File: src/rtl/button_debouncer.sv
// Two-flop synchroniser plus four-state debounce FSM for a single push-button.
// Optional held-press detector enabled by defining DEBOUNCE_LONG_PRESS_EN.
module button_debouncer #(
  parameter int SYNC_STAGES       = 2,
  parameter int DEBOUNCE_CYCLES   = 1000000,
  parameter int LONG_PRESS_CYCLES = 100000000
) (
  input  logic clk,
  input  logic reset,
  input  logic btn_raw,
  output logic btn_clean,
  output logic btn_busy,
  output logic long_press
);

  // Counter only needs to reach DEBOUNCE_CYCLES-1.
  localparam int CNT_W = (DEBOUNCE_CYCLES > 1) ? $clog2(DEBOUNCE_CYCLES) : 1;
  localparam logic [CNT_W-1:0] CNT_LAST = CNT_W'(DEBOUNCE_CYCLES - 1);

  typedef enum logic [1:0] {
    S_LOW  = 2'd0,
    S_RISE = 2'd1,
    S_HIGH = 2'd2,
    S_FALL = 2'd3
  } state_t;

  if (SYNC_STAGES < 2 || DEBOUNCE_CYCLES < 1 || LONG_PRESS_CYCLES < 1) begin : g_param_check
    $error("button_debouncer: parameter out of range");
  end

  logic [SYNC_STAGES-1:0] sync_chain;
  logic                   s;
  state_t                 state, state_n;
  logic [CNT_W-1:0]       cnt, cnt_n;
  logic                   clean_n;

  always_ff @(posedge clk or posedge reset) begin
    if (reset) sync_chain <= '0;
    else       sync_chain <= {sync_chain[SYNC_STAGES-2:0], btn_raw};
  end

  assign s = sync_chain[SYNC_STAGES-1];

  always_ff @(posedge clk or posedge reset) begin
    if (reset) begin
      state     <= S_LOW;
      cnt       <= '0;
      btn_clean <= 1'b0;
    end else begin
      state     <= state_n;
      cnt       <= cnt_n;
      btn_clean <= clean_n;
    end
  end

  always_comb begin
    state_n = state;
    cnt_n   = cnt;
    clean_n = btn_clean;
    case (state)
      S_LOW: begin
        clean_n = 1'b0;
        if (s) begin
          state_n = S_RISE;
          cnt_n   = '0;
        end
      end
      S_RISE: begin
        if (!s) begin
          state_n = S_LOW;
          cnt_n   = '0;
        end else if (cnt == CNT_LAST) begin
          state_n = S_HIGH;
          clean_n = 1'b1;
        end else begin
          cnt_n = cnt + 1'b1;
        end
      end
      S_HIGH: begin
        clean_n = 1'b1;
        if (!s) begin
          state_n = S_FALL;
          cnt_n   = '0;
        end
      end
      S_FALL: begin
        if (s) begin
          state_n = S_HIGH;
          cnt_n   = '0;
        end else if (cnt == CNT_LAST) begin
          state_n = S_LOW;
          clean_n = 1'b0;
        end else begin
          cnt_n = cnt + 1'b1;
        end
      end
      default: begin
        state_n = S_LOW;
        cnt_n   = '0;
        clean_n = 1'b0;
      end
    endcase
  end

  assign btn_busy = (state == S_RISE) || (state == S_FALL);

`ifdef DEBOUNCE_LONG_PRESS_EN
  localparam int LP_W = (LONG_PRESS_CYCLES > 1) ? $clog2(LONG_PRESS_CYCLES) : 1;
  localparam logic [LP_W-1:0] LP_LAST = LP_W'(LONG_PRESS_CYCLES - 1);

  logic [LP_W-1:0] lp_cnt;

  // lp_cnt saturates at LP_LAST; it freezes while a release is being qualified.
  always_ff @(posedge clk or posedge reset) begin
    if (reset) begin
      lp_cnt     <= '0;
      long_press <= 1'b0;
    end else if (state_n == S_LOW) begin
      lp_cnt     <= '0;
      long_press <= 1'b0;
    end else if (state == S_HIGH) begin
      if (lp_cnt != LP_LAST) lp_cnt <= lp_cnt + 1'b1;
      else                   long_press <= 1'b1;
    end
  end
`else
  assign long_press = 1'b0;
`endif

endmodule

File: config.mk
export PLATFORM = sky130hd
export DESIGN_NAME = button_debouncer
export DESIGN_NICKNAME = d
export VERILOG_FILES = /design/src/rtl/button_debouncer.sv
export SDC_FILE = /design/constraint.sdc
export NUM_CORES = 1
export LEC_CHECK = 0
export ABC_CLOCK_PERIOD_IN_PS = 2250
export CORE_MARGIN = 2
export CORE_UTILIZATION = 55
export CTS_BUF_LIST = sky130_fd_sc_hd__clkbuf_4 sky130_fd_sc_hd__clkbuf_8
export DETAILED_ROUTE_END_ITERATION = 6
export GPL_ROUTABILITY_DRIVEN = 0
export GPL_TIMING_DRIVEN = 0
export HOLD_SLACK_MARGIN = 0.02
export PLACE_DENSITY = 0.73
export SETUP_SLACK_MARGIN = 0.4
export SYNTH_ARGS = -nofsm -noshare
export SYNTH_HDL_FRONTEND = slang
export SYNTH_SLANG_ARGS = --single-unit
File: constraint.sdc
create_clock -name clk -period 2.25 [get_ports clk]
set_input_delay 0.675 -clock clk [delete_from_list [all_inputs] [get_ports clk]]
set_output_delay 0.675 -clock clk [all_outputs]
set_load 0.05 [all_outputs]
==> results of run 1 <==
## power by group through the flow
stage / registers [W] / clock network (W) / logic, W
after floorplan: 0.000580 / 0 / 0.000452
after global placement: 0.000555 / 0 / 0.000618
after detailed placement: 0.000558 / 0 / 0.000637
after CTS: 0.000562 / 0.000223 / 0.000798
after global routing: 0.000571 / 0.000238 / 0.000945
final: 0.000563 / 0.000219 / 0.000879
## kinds of logic after synthesis
group	share of synthesized area, %
simple gates	29.0
flops	41.8
compound gates	10.7
xor+xnor	6.44
buf+inv	2.51
mux	5.10
fa+ha+maj	4.18
other cells	0.251
## worst min path at each step
stage                        startpoint            end  slack (ns)  depth (start not counted)
after floorplan           sync_chain[0]  sync_chain[1]        0.33                          0
after global placement    sync_chain[0]  sync_chain[1]        0.34                          0
after detailed placement  sync_chain[0]  sync_chain[1]        0.34                          0
after CTS                 sync_chain[0]  sync_chain[1]        0.37                          0
after global routing      sync_chain[0]  sync_chain[1]        0.39                          0
final                     sync_chain[0]  sync_chain[1]        0.37                          0
## through the flow
stage	instance area, um^2	worst slack, ns	setup TNS [ns]
after floorplan	1510	0.424	0
after global placement	1580	-0.150	-0.150
after detailed placement	1580	-0.171	-0.171
after CTS	1760	0.164	0
after global routing	1850	0.108	0
final	1850	0.157	0
## area by class of cell
type | count | area (um^2) | area share, %
Timing Repair Buffer | 19 | 159 | 8.60
Tap cell | 30 | 37.5 | 2.03
Inverter | 5 | 18.8 | 1.02
Clock buffer | 4 | 30.0 | 1.62
Buffer | 3 | 20.0 | 1.08
Sequential cell | 25 | 631 | 34.1
Multi-Input combinational cell | 119 | 952 | 51.5
## per-layer routing
metal | vias up | GRT usage (%)
met5 | - | 0
met4 | 0 | 12.2
met3 | 8 | 2.79
met2 | 25 | 37.8
met1 | 636 | 30.4
li1 | 613 | -
## repair_timing
| item | CTS | global route |
|---|---|---|
| endpoints found under the setup margin | 23 | 21 |
| gates resized for setup | 29 | 10 |
| buffers inserted | 10 | 5 |
| pin swaps | 3 | 6 |
## sequential cells by signal, indices dropped and copies added (netlist names), named ones only
signal and cells:
sync_chain 2, cnt 20, btn_clean 1, state 1
## cell usage in the layout (no fill, tap or decap), types with 3 or more instances in the layout
master     n
inv_1      3
o211ai_1   6
nor2_1    16
clkbuf_4   4
buf_4     17
ha_4       3
nand3_1    7
or4_1      6
dfrtp_2    4
xor2_1    10
nand2_1   15
nand4_1    6
dfrtp_1   21
and3_1     3
## worst reg2reg max path: stages (launching register included)
cell and delay, ns:
dfrtp_1 0.50, or4_1 0.55, or3_4 0.38, and3_1 0.18
a221o_1 0.25
==> impl_results.md, run 1 <==
- Status: completed
- Clock power frac: 13.2%
- Maximum vdd drop: 0.896 mV
- Core box area: 2520 um^2
- CTS tree: done
- CTS Buffer Depth: 2
- Crit path capture: btn_busy
- H-tree levels: 1
- Clock Latency Late Sink: 0.32 ns
- Largest net degree at the start of global routing: 26
- Ant diodes: 0
- Max-slew violations: 0
- Total GRT Usage: 23.3%
- Top Metal Used: met4
- Worst Max-Slew Pin Slew: 0.928 ns
- DP Wirelength: 2.04 mm
- Number of placement rows: 18
- Drt first pass iters: 4
- RR Startpoint: cnt[7]
- Switching power: 0.000698 W
- Final wirelength: 3.41 mm
- Finished Layout Cells: 205
- Synth Area per Inst: 9.84 um^2
- Routed vias: 1282
- Power, Total: 0.00166 W
- Fmax: 0.478 GHz
- Crit-path slowest cell: dfrtp_1
- Async set-or-reset flop fraction in the synthesized netlist: 100%
- Antenna Nets Post-Route: 0
- Leakage power: 0.797 nW
- Fin crit share: 93.0%
- Leading post-synthesis cells by cell area: dfrtp_1, xor2_1, ha_1
- Synthesized flop and latch total: 25
- RR Endpoint: btn_clean
- Sequential share of the synthesized area: 41.8%
- WP data arrival: 1.42 ns
- Global-route wire length before repair: 5.87 mm
- Combinational Power Share: 52.9%
- CP startpoint kind: register
- RSZ-0062 raised after global routing: yes
- Placed cell count: 186
- Req. time, crit path: 1.57 ns
- Clock sink count: 25
- CP endpoint kind: primary output
- PD cells: 899 nW/um^2
- CP Max Fanout: 4
- 1st-iter DRT viols: 54
- Final core utilization: 73.3%
- Met2 wire length: 1.70 mm
- Yosys top cell area share: 41.8%
- # DRC: 0
- Worst-case hold slack: 0.367 ns
- Synth Net Count: 160
- Area Overhead vs Synth: 23.5%
- Worst path bufs/invs: 2
- Main synth FF type: dfrtp_1
- Io pins: 6
- Crit path depth: 4
- Vias per cell: 6.25
- Worst r2r path cells: 4
- Clock transition at the registers of the reported paths: 0.13 ns
- CP Cell Sequence: inv_2, ha_4, or2_4, buf_8
- Die H: 56.2 um
- Final hold vios: 0
- CP peak stage delay: 0.46 ns
- Starting Density: 59.3%
- Initial antenna violation count: 0
- CTS root buf: clkbuf_4
- # port buffers: 4
- Layout cells sized above 1: 30.3%
- Number of global-route vias before repair: 1300
- # fillers: 185
- Mapped Cells: 152
- Max_cap viols: 0
- Full die area: 3150 um^2
- Cts hold-fix bufs: 0
- Die W: 56.2 um
- Most common cell in the netlist: dfrtp_1
- Synth Cell Area: 1500 um^2
- Seq pwr share: 33.9%
- Top delay family on crit path: flip-flops
- Switch share: 42.0%
- Global route overflow: 0
- Dominant cell type by area after synthesis: dfrtp_1
- Final worst path period need: 2.09 ns
- Met3 Wirelength: 76 um
- Clock Skew: 0.0100 ns
- Drt wl/cell: 16.6 um
- Top cells by count, synth: dfrtp_1, nor2_1, nand2_1
- Flop-to-flop setup slack: 0.28 ns
- Synth warn: 0
- Worst slew margin: 38.1%
- Int Pwr: 0.000963 W
- TritonCTS Buffers: 3
- CP Class: reg2out
- Wl on met1: 1.54 mm
- Final setup fails: 0
- Final net count: 184
- Worst Hold Class: reg2reg
- Number of synthesized flops with an enable pin: 0
- Synth cell types: 48
Note: power is estimated with default switching activity, not from simulation.
==> run 2, diff against run 1 <==
--- a/config.mk
+++ b/config.mk
@@ -15,6 +15,7 @@
 export HOLD_SLACK_MARGIN = 0.02
 export PLACE_DENSITY = 0.73
 export SETUP_SLACK_MARGIN = 0.4
+export SKIP_LAST_GASP = 1
 export SYNTH_ARGS = -nofsm -noshare
 export SYNTH_HDL_FRONTEND = slang
 export SYNTH_SLANG_ARGS = --single-unit
==> results of run 2 <==
Final layout, timing and power as in run 1 (identical DEF).
